`src/rtl/uart_pkg.sv`:
```
// Shared UART definitions: parity codes, receiver FSM states
// and the 3-sample majority vote used at each bit centre.
package uart_pkg;

    localparam logic [1:0] PARITY_NONE = 2'b00;
    localparam logic [1:0] PARITY_EVEN = 2'b01;
    localparam logic [1:0] PARITY_ODD  = 2'b10;

    typedef enum logic [2:0] {
        RX_IDLE,
        RX_START,
        RX_DATA,
        RX_PARITY,
        RX_STOP
    } rx_state_e;

    function automatic logic maj3(input logic a, input logic b, input logic c);
        return (a & b) | (a & c) | (b & c);
    endfunction

endpackage

```
`src/rtl/uart_fifo.sv`:
```
// First-word fall-through ready/valid FIFO; a push is accepted
// while full only when the head is popped in the same cycle.
module uart_fifo #(
    parameter int WIDTH = 10,
    parameter int DEPTH = 4
) (
    input  logic             clk,
    input  logic             reset,
    input  logic             in_valid,
    input  logic [WIDTH-1:0] in_data,
    output logic             in_ready,
    output logic             out_valid,
    output logic [WIDTH-1:0] out_data,
    input  logic             out_ready
);

    localparam int AW = $clog2(DEPTH);

    logic [WIDTH-1:0] mem_q [DEPTH];
    logic [AW-1:0]    wptr_q, wptr_d;
    logic [AW-1:0]    rptr_q, rptr_d;
    logic [AW:0]      cnt_q, cnt_d;
    logic             full, push, pop;

    assign full      = (cnt_q == (AW+1)'(DEPTH));
    assign out_valid = (cnt_q != '0);
    assign in_ready  = !full || out_ready;
    assign push      = in_valid && in_ready;
    assign pop       = out_valid && out_ready;
    assign out_data  = mem_q[rptr_q];

    always_comb begin
        wptr_d = wptr_q + AW'(push);
        rptr_d = rptr_q + AW'(pop);
        cnt_d  = cnt_q + (AW+1)'(push) - (AW+1)'(pop);
    end

    always_ff @(posedge clk or posedge reset) begin
        if (reset) begin
            wptr_q <= '0;
            rptr_q <= '0;
            cnt_q  <= '0;
        end else begin
            wptr_q <= wptr_d;
            rptr_q <= rptr_d;
            cnt_q  <= cnt_d;
        end
    end

    always_ff @(posedge clk) begin
        if (push) mem_q[wptr_q] <= in_data;
    end

endmodule

```
`src/rtl/uart_receiver_framed.sv`:
```
// Framed UART receiver: 2-flop sync, majority-voted bit sampling,
// runtime parity/stop selection, tagged RX FIFO and sticky overrun.
module uart_receiver_framed
    import uart_pkg::*;
#(
    parameter int CLOCK_FREQ = 125_000_000,
    parameter int MIN_BDRT   = 9_600,
    parameter int BAUD_BITS  = $clog2((CLOCK_FREQ + (MIN_BDRT / 2) - 1) / (MIN_BDRT / 2)),
    parameter int DATA_BITS  = 8,
    parameter int FIFO_DEPTH = 4
) (
    input  logic                 clk,
    input  logic                 reset,
    input  logic [BAUD_BITS-1:0] baud_edge,
    input  logic [1:0]           parity_mode,
    input  logic                 two_stop,
    input  logic                 serial_in,
    output logic [DATA_BITS-1:0] data_out,
    output logic                 data_out_perr,
    output logic                 data_out_ferr,
    output logic                 data_out_valid,
    input  logic                 data_out_ready,
    output logic                 overrun,
    input  logic                 overrun_clr,
    output logic                 rx_busy
);

    localparam int EW = DATA_BITS + 2;
    localparam int CW = $clog2(DATA_BITS + 1);

    rx_state_e            state_q, state_d;
    logic                 sync_q, rxd_q;
    logic [BAUD_BITS-1:0] cnt_q, cnt_d;
    logic [CW-1:0]        bitcnt_q, bitcnt_d;
    logic [DATA_BITS-1:0] shift_q, shift_d;
    logic                 s0_q, s0_d, s1_q, s1_d;
    logic                 perr_q, perr_d, ferr_q, ferr_d;
    logic                 stop2_q, stop2_d;
    logic [1:0]           pmode_q, pmode_d;
    logic                 two_q, two_d;
    logic                 overrun_q, overrun_d;

    logic [BAUD_BITS-1:0] mid;
    logic                 at_m1, at_mid, at_vote, at_edge;
    logic                 vote, par_en, exp_par;
    logic                 push, fifo_ready;
    logic [EW-1:0]        entry, head;

    assign mid     = baud_edge >> 1;
    assign at_m1   = (cnt_q == mid - BAUD_BITS'(1));
    assign at_mid  = (cnt_q == mid);
    assign at_vote = (cnt_q == mid + BAUD_BITS'(1));
    assign at_edge = (cnt_q == baud_edge - BAUD_BITS'(1));
    assign vote    = maj3(s0_q, s1_q, rxd_q);
    assign par_en  = (pmode_q == PARITY_EVEN) || (pmode_q == PARITY_ODD);
    assign exp_par = (pmode_q == PARITY_ODD) ? ~^shift_q : ^shift_q;
    // The final stop vote is folded in directly since the entry is
    // written in the same cycle the vote is taken.
    assign entry   = {ferr_q | ~vote, perr_q, shift_q};

    always_comb begin
        state_d  = state_q;
        cnt_d    = at_edge ? '0 : cnt_q + BAUD_BITS'(1);
        bitcnt_d = bitcnt_q;
        shift_d  = shift_q;
        s0_d     = at_m1 ? rxd_q : s0_q;
        s1_d     = at_mid ? rxd_q : s1_q;
        perr_d   = perr_q;
        ferr_d   = ferr_q;
        stop2_d  = stop2_q;
        pmode_d  = pmode_q;
        two_d    = two_q;
        push     = 1'b0;
        unique case (state_q)
            RX_IDLE: begin
                cnt_d = '0;
                if (!rxd_q) begin
                    state_d  = RX_START;
                    pmode_d  = parity_mode;
                    two_d    = two_stop;
                    perr_d   = 1'b0;
                    ferr_d   = 1'b0;
                    stop2_d  = 1'b0;
                    bitcnt_d = '0;
                end
            end
            RX_START: begin
                if (at_vote && vote) begin
                    state_d = RX_IDLE;
                    cnt_d   = '0;
                end else if (at_edge) begin
                    state_d = RX_DATA;
                end
            end
            RX_DATA: begin
                if (at_vote) begin
                    shift_d  = {vote, shift_q[DATA_BITS-1:1]};
                    bitcnt_d = bitcnt_q + CW'(1);
                end
                if (at_edge && bitcnt_q == CW'(DATA_BITS)) begin
                    state_d = par_en ? RX_PARITY : RX_STOP;
                end
            end
            RX_PARITY: begin
                if (at_vote) perr_d = vote ^ exp_par;
                if (at_edge) state_d = RX_STOP;
            end
            RX_STOP: begin
                if (at_vote) begin
                    if (!vote) ferr_d = 1'b1;
                    if (two_q && !stop2_q) begin
                        stop2_d = 1'b1;
                    end else begin
                        push    = 1'b1;
                        state_d = RX_IDLE;
                        cnt_d   = '0;
                    end
                end
            end
            default: begin
                state_d = RX_IDLE;
                cnt_d   = '0;
            end
        endcase
        overrun_d = (push && !fifo_ready) || (overrun_q && !overrun_clr);
    end

    always_ff @(posedge clk or posedge reset) begin
        if (reset) begin
            sync_q    <= 1'b1;
            rxd_q     <= 1'b1;
            state_q   <= RX_IDLE;
            cnt_q     <= '0;
            bitcnt_q  <= '0;
            shift_q   <= '0;
            s0_q      <= 1'b1;
            s1_q      <= 1'b1;
            perr_q    <= 1'b0;
            ferr_q    <= 1'b0;
            stop2_q   <= 1'b0;
            pmode_q   <= PARITY_NONE;
            two_q     <= 1'b0;
            overrun_q <= 1'b0;
        end else begin
            sync_q    <= serial_in;
            rxd_q     <= sync_q;
            state_q   <= state_d;
            cnt_q     <= cnt_d;
            bitcnt_q  <= bitcnt_d;
            shift_q   <= shift_d;
            s0_q      <= s0_d;
            s1_q      <= s1_d;
            perr_q    <= perr_d;
            ferr_q    <= ferr_d;
            stop2_q   <= stop2_d;
            pmode_q   <= pmode_d;
            two_q     <= two_d;
            overrun_q <= overrun_d;
        end
    end

    uart_fifo #(
        .WIDTH(EW),
        .DEPTH(FIFO_DEPTH)
    ) u_fifo (
        .clk      (clk),
        .reset    (reset),
        .in_valid (push),
        .in_data  (entry),
        .in_ready (fifo_ready),
        .out_valid(data_out_valid),
        .out_data (head),
        .out_ready(data_out_ready)
    );

    assign data_out      = head[DATA_BITS-1:0];
    assign data_out_perr = head[DATA_BITS];
    assign data_out_ferr = head[DATA_BITS+1];
    assign overrun       = overrun_q;
    assign rx_busy       = (state_q != RX_IDLE);

endmodule
```
`config.mk`:
```
export PLATFORM = sky130hd
export DESIGN_NAME = uart_receiver_framed
export DESIGN_NICKNAME = d
export VERILOG_FILES = /design/src/rtl/uart_pkg.sv /design/src/rtl/uart_fifo.sv /design/src/rtl/uart_receiver_framed.sv
export SDC_FILE = /design/constraint.sdc
export NUM_CORES = 1
export LEC_CHECK = 0
export BUFFER_PORTS_ARGS = -buffer_cell sky130_fd_sc_hd__clkbuf_2
export CORE_ASPECT_RATIO = 2
export CORE_UTILIZATION = 54
export CTS_BUF_LIST = sky130_fd_sc_hd__clkbuf_8
export DETAILED_ROUTE_END_ITERATION = 7
export GPL_TIMING_DRIVEN = 0
export PLACE_DENSITY = 0.72
export SLEW_MARGIN = 20
export SYNTH_ARGS = -nofsm -noshare
export SYNTH_HDL_FRONTEND = slang
export SYNTH_SLANG_ARGS = --single-unit
```
`constraint.sdc`:
```
create_clock -name clk -period 5.3 [get_ports clk]
set_clock_uncertainty 0.2 [all_clocks]
set_input_delay 0.53 -clock clk [delete_from_list [all_inputs] [get_ports clk]]
set_output_delay 0.53 -clock clk [all_outputs]
set_load 0.01 [all_outputs]
```
* Word-level counts from Yosys, hierarchy flattened
Memories as Yosys holds them, arrays and structs flattened. Index checks and enable logic that the tools add are counted.
Word-level totals: bits in registers 48, output and inout port bits 13, bits in writable memories 40, word-level logic and storage cells 120, memories 1
Memories:
- u_fifo.mem_q | depth 4, bits a word 10, rd ports 1, clocked after memory_dff 0, write ports 1, line uart_fifo.sv:19 | logic [WIDTH-1:0] mem_q [DEPTH];
Cells by class: add/subtract/negate cells 9, bitwise logic cells 9, reductions and logical operators 30, equal/unequal tests 22, mux-type cells 32
Operator list (count):
- $mux 15 | 4
- $eq 15x15->1 | 3
- $pmux 15 s3 | 1
- $mux 3 | 8
- $ne 2x2->1 const B | 9
- $add 14x1->15 const B | 1
- $add 15x1->15 const B | 1
- $eq 15x14->1 | 1
- $pmux 3 s5 | 1
- $sub 14x1->15 const B | 1
- $sub 15x1->15 const B | 1
- $mux 1 | 12
- $mux 4 | 2
- $pmux 4 s2 | 1
- $reduce_and 4->1 | 2
- $reduce_xnor 8->1 | 1
- $reduce_xor 8->1 | 1
- $logic_and 1x1->1 | 7
- $eq 3x2->1 const B | 2
- $eq 3x3->1 const B | 2
- $pmux 1 s2 | 3
- $reduce_and 3->1 | 2
- $reduce_and 6->1 | 1
- $reduce_bool 2->1 | 3
- 19 further kinds | 32

* Longest topological paths before layout
Gate-level depths: netlist of run 1.
depth after elaboration 8, gate-level depth with buffers 13, depth with buffers taken out 12

* Modules after synthesis
Synthesis of run 1 repeated with hierarchy kept, for this count alone.
Second synthesis, totals: cell total of the unflattened synthesis 543, area total of the unflattened synthesis 5684.2 um^2
By module, submodules not included:
- uart_receiver_framed | area an instance 3839.9 um^2, instances 1, cells an instance 459
- uart_fifo | area an instance 1844.3 um^2, instances 1, cells an instance 84

* Least setup slack after synthesis of run 1
Ideal clock, no wire load.
path kind input to register, from in baud_edge[2], to mem u_fifo.mem_q[0][0], enable pin, stages 9, slack 1.175 ns, data arrival time 3.533 ns, required time 4.708 ns, library setup time 0.392 ns, cells stage by stage buf_1 > inv_1 > ha_1 > xor2_1 > a2111o_1 > nor4_4 > nand4_1 > nor4_2 > nor3b_1
On the way: cells in the longest elaborated chain, start to end 7
RTL lines:
- from (decl) | line uart_receiver_framed.sv:14 | input logic [BAUD_BITS-1:0] baud_edge,
- $add 14x1->15 | line uart_receiver_framed.sv:52 | assign at_vote = (cnt_q == mid + BAUD_BITS'(1));
- $eq 15x15->1 | line uart_receiver_framed.sv:52
- $mux 1 | line uart_receiver_framed.sv:109 | if (at_vote) begin
- $mux 1 | line uart_receiver_framed.sv:74 | unique case (state_q)
- $logic_and 1x1->1 | line uart_fifo.sv:28 | assign push = in_valid && in_ready;
- $mux 1 | line uart_fifo.sv:51 | if (push) mem_q[wptr_q] <= in_data;
- $mux 1 (not written as such) | line uart_fifo.sv:51
- to (decl) | line uart_fifo.sv:19
No other way between the ends.

* Worst setup path in the final report of run 1
from in baud_edge[2], to mem u_fifo.mem_q[2][4], enable pin
Same word-level chain as after synthesis.

==> results of run 1 <==
==> worst min path at each step <==
| stage | start | endpoint | slack [ps] | cells after the start |
|---|---|---|---|---|
| 6_report | serial_in | sync_q$_DFF_PP1_ | 60 | 1 |
| 3_5_place_dp | sync_q$_DFF_PP1_ | rxd_q$_DFF_PP1_ | 150 | 0 |
| 3_3_place_gp | sync_q$_DFF_PP1_ | rxd_q$_DFF_PP1_ | 150 | 0 |
| 2_1_floorplan | sync_q$_DFF_PP1_ | rxd_q$_DFF_PP1_ | 150 | 0 |
| 5_1_grt | serial_in | sync_q$_DFF_PP1_ | 40 | 1 |
| 4_1_cts | serial_in | sync_q$_DFF_PP1_ | 50 | 1 |
==> critical path, delay by kind of cell <==
kind	cells	cell delay (ps)
AOI/OAI and AO/OA	1	440
and+or+nand+nor	5	2090
buffers and inverters	3	620
adders and majority gates	1	330
xor gates and xnor gates	1	170
==> power by group through the flow <==
stage / sequential, W / clock (W) / combinational [W]
2_1_floorplan: 0.000824 / 0 / 0.000527
3_3_place_gp: 0.000834 / 0 / 0.000671
3_5_place_dp: 0.000840 / 0 / 0.000692
4_1_cts: 0.000825 / 0.000465 / 0.000695
5_1_grt: 0.000834 / 0.000494 / 0.000762
6_report: 0.000824 / 0.000459 / 0.000687
==> final cells by class <==
class                           instances  area [um^2]
Buffer                                 34          164
Clock buffer                           10          138
Clock inverter                          6         60.1
Fill cell                             851         3760
Inverter                               20         75.1
Multi-Input combinational cell        368         2750
Sequential cell                        88         2410
Tap cell                              132          165
Timing Repair Buffer                   32          183
==> stage by stage <==
| stage | setup slack, ps | std cells | hold WS [ps] |
|---|---|---|---|
| floorplan | 1170 | 510 | 145 |
| global placement | 29.9 | 671 | 148 |
| detailed placement | 447 | 673 | 149 |
| CTS | 820 | 690 | 48.6 |
| global route | 624 | 690 | 39.6 |
| finish | 873 | 690 | 58.4 |
==> flip-flops by register name, summed over array words and instances (netlist names), 2 cells and up <==
| register | count |
|---|---|
| u_fifo.rptr_q | 2 |
| state_q | 3 |
| cnt_q | 15 |
| bitcnt_q | 4 |
| shift_q | 8 |
| u_fifo.wptr_q | 2 |
| pmode_q | 2 |
| u_fifo.mem_q | 40 |
| u_fifo.cnt_q | 3 |
==> cells by family (layout without fill, tap and decap cells) <==
kind of cell	Yosys count	after routing	share of synthesized area [%]
simple gates	187	187	19.1
flops	88	88	44.6
xor+xnor	73	73	12.1
compound gates	71	71	9.12
buf+inv	54	102	4.43
mux	25	25	7.66
fa+ha+maj	12	12	2.92
==> metal layers <==
layer / global-route usage (%) / vias up / routed length [um]
li1: - / 1918 / -
met1: 24.0 / 1955 / 4230
met2: 49.8 / 81 / 7170
met3: 3.16 / 31 / 262
met4: 14.7 / 0 / 494
met5: 0 / - / 0
==> layout by cell type, fill, tap and decap left out, types with 5 or more instances in the layout <==
master / netlist / layout
nor2_1: 46 / 46
dfrtp_1: 44 / 44
edfxtp_1: 40 / 40
xnor2_1: 37 / 37
xor2_1: 34 / 34
clkbuf_2: 0 / 29
nand2_1: 27 / 27
nand3_1: 22 / 22
inv_1: 20 / 20
clkbuf_1: 17 / 17
nand4_1: 17 / 17
o21ai_0: 17 / 17
a21oi_1: 15 / 15
ha_1: 11 / 11
nand2b_1: 10 / 10
nor3_1: 10 / 10
mux4_2: 10 / 10
clkbuf_8: 0 / 10
or3_1: 8 / 8
buf_2: 8 / 8
nor4_1: 8 / 8
a31oi_1: 7 / 7
nor4b_1: 6 / 6
mux2_2: 6 / 6
and3_1: 6 / 6
mux2_4: 6 / 6
nor2b_1: 5 / 5
==> reports/results.ini, run 1 <==
[setup_path]
critical_path_class = primary input to flip-flop
r2r_cells = 9
critPathCapture = u_fifo.mem_q[2][4]$_DFFE_PP_
end_kind = flip-flop
crit_start = baud_edge[2]
path_cells = clkbuf_2 > buf_1 > inv_1 > ha_1 > xor2_1 > a2111o_1 > nor4_4 > nand4_1 > nor4_2 > nand2_1 > nor2_1
critPathMaxStageDelay_ps = 720
ff2ff_setup_slack_ps = 1130
cp-start-kind = primary input
arrival_ps = 4210
r2r-end = u_fifo.mem_q[2][4]$_DFFE_PP_
crit_slowest_cell = nor2_1
timing.rr.start = cnt_q[7]$_DFF_PP0_
path_max_fanout = 10
crit_required_ps = 5080

[power_and_ir_drop]
swShare_pct = 34.1
p_int_w = 0.00130
leakagePower_nw = 2.30
sequentialPowerShare_pct = 41.9
finalPower_w = 0.00197
clkPwrFrac_pct = 23.3
irDropWorstVdd_uv = 266
power.switching_w = 0.000672
combPwrFrac_pct = 34.9
p_per_area_nw_per_um2 = 331

[synthesis]
yosys_register_bits = 88
syn_inst = 510
synth_enable_flop_cells = 40
synth_top_area_share_pct = 22.3
synth_most_common_cell = nor2_1
synth_area_leaders = edfxtp_1 (22%), dfrtp_1 (20%), xnor2_1 (6.0%)
yosys_most_used_dff = dfrtp_1
async_flop_share_pct = 54.5
yosysWarnings = 0
seq_area_frac_synth_pct = 44.6
synth_common_cells = nor2_1 (46), dfrtp_1 (44), edfxtp_1 (40)
synth.distinct_cells = 69
yosys.area.top_type = edfxtp_1
synth_nets = 545
netlist_area_um2 = 5390
syn_avg_cell_area_um2 = 10.6

[place]
place_area_um2 = 5740
numPortBuffers = 29
dp_hpwl_um = 9630
gp_congestion = 0.949

[finish]
final_core_util_pct = 61.3
fin_area_um2 = 5940
final_nets = 588
antennaDiodeCount = 0
drive_gt1_share_pct = 17.9
syn_to_final_growth_pct = 10.2

[sta]
period_share_pct = 83.5
setup_violations = 0
max_freq_ghz = 0.226
period_minus_slack_ps = 4430
rsz0062_at_grt = false
hold_violations = 0
tns_ps = 0
finalMaxSlewViolations = 0
tightest_slew_ps = 934
slew_headroom_pct = 37.5

[clock_network]
cts_setup_buffers = 0
clk_pin_slew_ps = 80
clk_latency_ps = 350
clock-sinks = 88
clockRootBuffer = clkbuf_8
cts_tree = built
ctsResizeCount = 0
cts_buffer_depth = 2
cts_hold_buf = 1
cts-buffers-inserted = 9
htree_levels = 3

[routing]
routed_wirelength_um = 12200
route.detailed.drc = 0
detail_route.vias_per_cell = 5.78
antenna_left = 0
wl_per_cell_um = 17.6
drt_pass1_iterations = 4
via_count = 3985
drt_iter0_markers = 220

[floorplan]
io_pins = 36
start_util_pct = 55.6
dieArea_um2 = 10400
die_h_um = 143
core_area_um2 = 9700
fp-row-count = 51
dieWidth_um = 72.7

[global_route]
grt_pass1_vias = 4155
antenna_found_initial = 0
grt_overflow_total = 0
grt_max_degree = 28
grt_pass1_wl_um = 19900
track_usage_pct = 25.4

[min_path]
hold_class = primary input to flip-flop

[run]
maxCapViolCount = 0

[run_status]
status = finished, final reports clean

Note: power is estimated with default switching activity, not from simulation.
==> run 2, diff against run 1 <==
--- a/config.mk
+++ b/config.mk
@@ -5,13 +5,14 @@
 export SDC_FILE = /design/constraint.sdc
 export NUM_CORES = 1
 export LEC_CHECK = 0
+export ABC_AREA = 1
 export BUFFER_PORTS_ARGS = -buffer_cell sky130_fd_sc_hd__clkbuf_2
 export CORE_ASPECT_RATIO = 2
 export CORE_UTILIZATION = 54
 export CTS_BUF_LIST = sky130_fd_sc_hd__clkbuf_8
 export DETAILED_ROUTE_END_ITERATION = 7
 export GPL_TIMING_DRIVEN = 0
-export PLACE_DENSITY = 0.72
+export PLACE_DENSITY = 0.75
 export SLEW_MARGIN = 20
 export SYNTH_ARGS = -nofsm -noshare
 export SYNTH_HDL_FRONTEND = slang
==> constraint.sdc (replaced) <==
create_clock -name clk -period 3.63 [get_ports clk]
set_clock_uncertainty 0.2 [all_clocks]
set_input_delay 0.363 -clock clk [delete_from_list [all_inputs] [get_ports clk]]
set_output_delay 0.363 -clock clk [all_outputs]
set_load 0.01 [all_outputs]
==> reports/results.ini, run 2 <==
[run_status]
status = finished, final reports clean

[synthesis]
synth_top_area_share_pct = 21.9  ; -0.36 points
synth_area_leaders = edfxtp_1 (22%), dfrtp_1 (20%), nand2_1 (10%)
async_flop_share_pct = 54.5  ; unchanged
netlist_area_um2 = 5480  ; +1.6%
synth.distinct_cells = 43  ; -38%
syn_avg_cell_area_um2 = 8.18  ; -23%
seq_area_frac_synth_pct = 43.9  ; -0.72 points
yosysWarnings = 0  ; unchanged
yosys_most_used_dff = dfrtp_1
synth_most_common_cell = nand2_1
yosys_register_bits = 88  ; unchanged
synth_enable_flop_cells = 40  ; unchanged
synth_nets = 705  ; +29%
synth_common_cells = nand2_1 (152), inv_1 (85), nor2_1 (65)
yosys.area.top_type = edfxtp_1
syn_inst = 670  ; +31%

[setup_path]
arrival_ps = 3100  ; -1110 ps
cp-start-kind = flip-flop
crit_required_ps = 3410  ; -1670 ps
critical_path_class = flip-flop to flip-flop
crit_start = cnt_q[6]$_DFF_PP0_
timing.rr.start = cnt_q[6]$_DFF_PP0_
end_kind = flip-flop
path_max_fanout = 10  ; unchanged

[min_path]
hold_start = parity_mode[1]
hold_class = primary input to flip-flop

[sta]
finalMaxSlewViolations = 0  ; unchanged
period_minus_slack_ps = 3310
rsz0062_at_grt = false
max_freq_ghz = 0.302
tns_ps = 0  ; unchanged
period_share_pct = 91.2
tightest_slew_ps = 871  ; -63.8 ps
slew_headroom_pct = 41.6  ; +4.2 points
hold_violations = 0  ; unchanged
setup_violations = 0  ; unchanged

[finish]
drive_gt1_share_pct = 16.2  ; -1.8 points
fillers = 932  ; +9.5%
reg_top3 = u_fifo.mem_q x40, cnt_q x15, shift_q x8
antennaDiodeCount = 0  ; unchanged
layout_commonest_cell = nand2_1
largest_register_ffs = 40  ; unchanged
final_cell_mix = nand2_1 (152), inv_1 (86), nor2_1 (65)
syn_to_final_growth_pct = 10.4
top_register = u_fifo.mem_q
final_nets = 748  ; +27%

[clock_network]
cts_buffer_depth = 2  ; unchanged
htree_levels = 3  ; unchanged
cts_tree = built
clock-sinks = 88  ; unchanged
clk_latency_ps = 360  ; about the same
ctsResizeCount = 0  ; unchanged
cts-buffers-inserted = 9  ; unchanged
cts_setup_buffers = 0  ; unchanged
clockRootBuffer = clkbuf_8
clk_pin_slew_ps = 90  ; about the same

[global_route]
grt_pass1_wl_um = 20200  ; +1.2%
grt_overflow_total = 0  ; unchanged
antenna_found_initial = 0  ; unchanged
grt_max_degree = 34  ; +21%
track_usage_pct = 26.2  ; +0.87 points
grt_pass1_vias = 4417  ; +6.3%

[routing]
via_count = 4453  ; +12%
wl_per_cell_um = 15.3  ; -13%
detail_route.vias_per_cell = 5.24  ; -9.3%
routed_wirelength_um = 13000  ; +6.6%
antenna_left = 0  ; unchanged
drt_pass1_iterations = 5  ; +1
route.detailed.drc = 0  ; unchanged
drt_iter0_markers = 184  ; -16%

[power_and_ir_drop]
leakagePower_nw = 2.83  ; +23%
p_per_area_nw_per_um2 = 495  ; +49%
finalPower_w = 0.00299  ; +52%
irDropWorstVdd_uv = 402  ; +51%

[place]
numPortBuffers = 26  ; -10%
dp_hpwl_um = 10500  ; +9.0%
gp_congestion = 0.941  ; -0.86%

[floorplan]
dieArea_um2 = 10600  ; +1.6%
dieWidth_um = 73.2  ; +0.80%
fp-row-count = 51  ; unchanged
die_h_um = 144  ; +0.81%
start_util_pct = 55.8  ; +0.18 points
core_area_um2 = 9830  ; +1.3%
io_pins = 36  ; unchanged

[run]
maxCapViolCount = 0  ; unchanged

[run 2: cell types whose count changed in the layout (fill, tap and decap cells not counted), moves of 13 or more]
| cell | before | now |
|---|---|---|
| nand2_1 | 27 | 152 |
| nor2_2 | 0 | 18 |
| xnor2_1 | 37 | 13 |
| nand3_1 | 22 | 35 |
| inv_1 | 20 | 86 |
| nor2_1 | 46 | 65 |
[run 2: per-stage QoR]
| step | setup slack (ps) | area [um^2] | utilization [%] | hold WS [ps] | std cells |
|---|---|---|---|---|---|
| after floorplan | 735 | 5480 | - | 145 | 670 |
| after global placement | -372 | 5780 | 58.8 | 147 | 828 |
| after detailed placement | 12.5 | 5830 | 59.3 | 140 | 831 |
| after CTS | 348 | 6050 | 61.6 | 24.5 | 850 |
| after global routing | 146 | 6050 | 61.6 | 43.2 | 850 |
| final | 318 | 6050 | 61.6 | 35.7 | 850 |
[run 2: worst max-delay path: stages (launching register included)]
cell and delay [ps]:
dfrtp_1 370, clkbuf_2 160, inv_1 100, nand2_1 60, nand2_1 140, inv_1 110
nand2_1 70, nand2_1 70, nor2_1 100, nand3_1 100, nor2_2 210, nand2_2 100
nor2_1 220, nand2_1 210, nor3_2 700
[run 2: final timing paths]
path,endpoint,slack [ps],depth (start not counted)
setup / recovery,u_fifo.mem_q[1][2]$_DFFE_PP_,320,14
hold / removal,pmode_q[1]$_DFFE_PP0P_,40,3
setup reg to reg,u_fifo.mem_q[1][2]$_DFFE_PP_,320,14
hold reg to reg,rxd_q$_DFF_PP1_,160,0
max in group asynchronous,sync_q$_DFF_PP1_,2330,4
min in group asynchronous,cnt_q[13]$_DFF_PP0_,320,3
[run 2: what timing repair did]
item | in CTS | in global routing
hold buffers | 3 | 0
setup endpoints to repair | 0 | 0
hold endpoints to repair | 17 | 0
[run 2: power by group]
group          leakage [nW]  internal, W  switching, W
registers             0.966      0.00114     0.0000873
clock network         0.106     0.000313      0.000342
logic                  1.75     0.000391      0.000722
total                  2.83      0.00184       0.00115
[run 2: final cells by class]
type	count	area [um^2]	area share (%)
plain buffers	21	130	2.15
clock buffers	9	124	2.05
clock inverters	7	65.1	1.08
inverters	93	349	5.77
multi-input cells	468	2620	43.2
flip-flops and latches	88	2410	39.8
well taps	132	165	2.73
repair buffers	32	195	3.23
[run 2: cells by family after synthesis]
group	synth area share, %
buf+inv	8.74
flops	43.9
simple gates	27.8
fa+ha+maj	2.88
compound gates	6.16
xor+xnor	9.27
mux	1.28
[run 2: layer usage]
metal | global-route usage, % | vias up | part of all wire [%]
met4 | 15.4 | 0 | 5.2
met5 | 0 | - | 0
met2 | 55.0 | 88 | 60
met1 | 21.2 | 2094 | 32
li1 | - | 2230 | -
met3 | 3.55 | 41 | 2.7
==> run 3, diff against run 2 <==
--- a/config.mk
+++ b/config.mk
@@ -8,11 +8,11 @@
 export ABC_AREA = 1
 export BUFFER_PORTS_ARGS = -buffer_cell sky130_fd_sc_hd__clkbuf_2
 export CORE_ASPECT_RATIO = 2
-export CORE_UTILIZATION = 54
+export CORE_UTILIZATION = 57
 export CTS_BUF_LIST = sky130_fd_sc_hd__clkbuf_8
 export DETAILED_ROUTE_END_ITERATION = 7
 export GPL_TIMING_DRIVEN = 0
-export PLACE_DENSITY = 0.75
+export PLACE_DENSITY = 0.79
 export SLEW_MARGIN = 20
 export SYNTH_ARGS = -nofsm -noshare
 export SYNTH_HDL_FRONTEND = slang
==> reports/results.ini, run 3 (synthesis results as in run 2) <==
[run_status]
status = finished with violations
violations = design-rule violations

[clock_network]
cts_buffer_depth = 2  ; unchanged
cts_hold_buf = 3  ; unchanged
htree_levels = 3  ; unchanged
clk_latency_ps = 360  ; about the same
cts_tree = built
clock-sinks = 88  ; unchanged
ctsResizeCount = 0  ; unchanged
cts-buffers-inserted = 9  ; unchanged
clk_pin_slew_ps = 90  ; about the same
clockRootBuffer = clkbuf_8
cts_setup_buffers = 0  ; unchanged

[power_and_ir_drop]
p_per_area_nw_per_um2 = 501  ; +1.2%
power.switching_w = 0.00117  ; +1.7%
combPwrFrac_pct = 37.7  ; +0.5 points
p_int_w = 0.00184  ; about the same
finalPower_w = 0.00301  ; +0.59%
leakagePower_nw = 2.82  ; -0.17%
sequentialPowerShare_pct = 40.7  ; -0.2 points
clkPwrFrac_pct = 21.6  ; -0.3 points
swShare_pct = 38.9  ; +0.41 points
irDropWorstVdd_uv = 264  ; -34%

[sta]
period_share_pct = 91.7  ; +0.49 points
finalMaxSlewViolations = 0  ; unchanged
tightest_slew_ps = 896  ; +25.5 ps
worst_slack_ps = 300  ; -17.9 ps
setup_violations = 0  ; unchanged
hold_violations = 0  ; unchanged
slew_headroom_pct = 39.9  ; -1.7 points
period_minus_slack_ps = 3330  ; +17.9 ps
max_freq_ghz = 0.300  ; -0.54%
tns_ps = 0  ; unchanged
rsz0062_at_grt = false

[floorplan]
die_h_um = 141  ; -2.6%
fp-row-count = 50  ; -2.0%
core_area_um2 = 9320  ; -5.1%
start_util_pct = 58.8  ; +3.0 points
dieArea_um2 = 10000  ; -5.2%
dieWidth_um = 71.3  ; -2.6%
io_pins = 36  ; unchanged

[global_route]
grt_max_degree = 34  ; unchanged
track_usage_pct = 28.4  ; +2.1 points
antenna_found_initial = 0  ; unchanged
grt_overflow_total = 0  ; unchanged
grt_pass1_vias = 4566  ; +3.4%
grt_pass1_wl_um = 21300  ; +5.9%

[finish]
antennaDiodeCount = 0  ; unchanged
reg_top3 = u_fifo.mem_q x40, cnt_q x15, shift_q x8
syn_to_final_growth_pct = 9.68
top_register = u_fifo.mem_q
final_nets = 748  ; unchanged
fillers = 803  ; -14%
finalNonFillerCells = 821  ; -3.4%
layout_commonest_cell = nand2_1
drive_gt1_share_pct = 16.2  ; +0.023 points
largest_register_ffs = 40  ; unchanged
final_core_util_pct = 64.5  ; +2.9 points
final_cell_mix = nand2_1 (152), inv_1 (85), nor2_1 (65)

[run]
maxCapViolCount = 0  ; unchanged

[routing]
drt_iter0_markers = 204  ; +11%
antenna_left = 0  ; unchanged
wl_per_cell_um = 16.4  ; +7.3%
via_count = 4495  ; +0.94%
routed_wirelength_um = 13400  ; +3.6%
route.detailed.drc = 1  ; +1
drt_pass1_iterations = 6  ; +1
detail_route.vias_per_cell = 5.48  ; +4.5%

[place]
post-place-ws_ps = -80.6  ; -93.2 ps
gp_congestion = 0.947  ; +0.70%
numPortBuffers = 26  ; unchanged
place_inst = 803  ; -3.4%
dp_hpwl_um = 10700  ; +2.4%

[setup_path]
timing.rr.start = cnt_q[9]$_DFF_PP0_
path_max_fanout = 10  ; unchanged
ff2ff_setup_slack_ps = 300  ; -20 ps
r2r_cells = 10  ; -4
crit_required_ps = 3410  ; about the same
critical_path_class = flip-flop to flip-flop
cp-start-kind = flip-flop
r2r-end = u_fifo.mem_q[0][5]$_DFFE_PP_
arrival_ps = 3100  ; about the same
end_kind = flip-flop

[min_path]
hold_start = two_stop
hold_class = primary input to flip-flop
min_to = two_q$_DFFE_PP0P_
whs_path_depth = 3  ; unchanged

==> run 3: worst max path at each step <==
| stage | from | end | slack (ps) |
|---|---|---|---|
| after floorplan | baud_edge[2] | u_fifo.mem_q[0][0]$_DFFE_PP_ | 730 |
| after global placement | baud_edge[2] | u_fifo.mem_q[3][2]$_DFFE_PP_ | -390 |
| after detailed placement | baud_edge[2] | u_fifo.mem_q[0][2]$_DFFE_PP_ | -80 |
| after CTS | cnt_q[3]$_DFF_PP0_ | u_fifo.mem_q[0][5]$_DFFE_PP_ | 250 |
| after global routing | cnt_q[5]$_DFF_PP0_ | u_fifo.mem_q[0][5]$_DFFE_PP_ | 60 |
| final | cnt_q[9]$_DFF_PP0_ | u_fifo.mem_q[0][5]$_DFFE_PP_ | 300 |
==> run 3: metrics by stage <==
| stage | instance area [um^2] | hold WS [ps] |
|---|---|---|
| floorplan | 5480 | 145 |
| global placement | 5740 | 147 |
| detailed placement | 5800 | 141 |
| CTS | 6010 | 35.7 |
| global route | 6010 | 50.3 |
| finish | 6010 | 51.0 |
==> run 3: critical path, stage by stage, from the launching register on <==
cell	delay (ps)
dfrtp_1	370
clkbuf_2	170
xor2_1	520
nand2_1	100
nand2_1	90
nand2_1	80
nor2_4	150
nand2_2	90
nor2_1	230
nand2_1	220
nor3_2	720
==> run 3: power groups by stage <==
stage	clock network, W	registers (W)	logic, W
global placement	0	0.00124	0.00107
detailed placement	0	0.00125	0.00113
finish	0.000651	0.00123	0.00113
floorplan	0	0.00122	0.000809
global route	0.000700	0.00124	0.00126
CTS	0.000662	0.00123	0.00114
==> run 3: layer usage <==
metal	global-route usage [%]	vias to the layer above	part of all wire, %
li1	-	2231	-
met1	23.6	2112	32
met2	58.0	109	59
met3	4.15	43	2.6
met4	17.8	0	5.8
met5	0	-	0
==> run 3: cell type report <==
cell class / count / area (um^2) / area share (%)
Sequential cell: 88 / 2410 / 40.0
Buffer: 21 / 130 / 2.16
Multi-Input combinational cell: 468 / 2620 / 43.5
Tap cell: 104 / 130 / 2.16
Timing Repair Buffer: 32 / 195 / 3.25
Clock inverter: 6 / 61.3 / 1.02
Inverter: 93 / 349 / 5.81
Clock buffer: 9 / 124 / 2.06
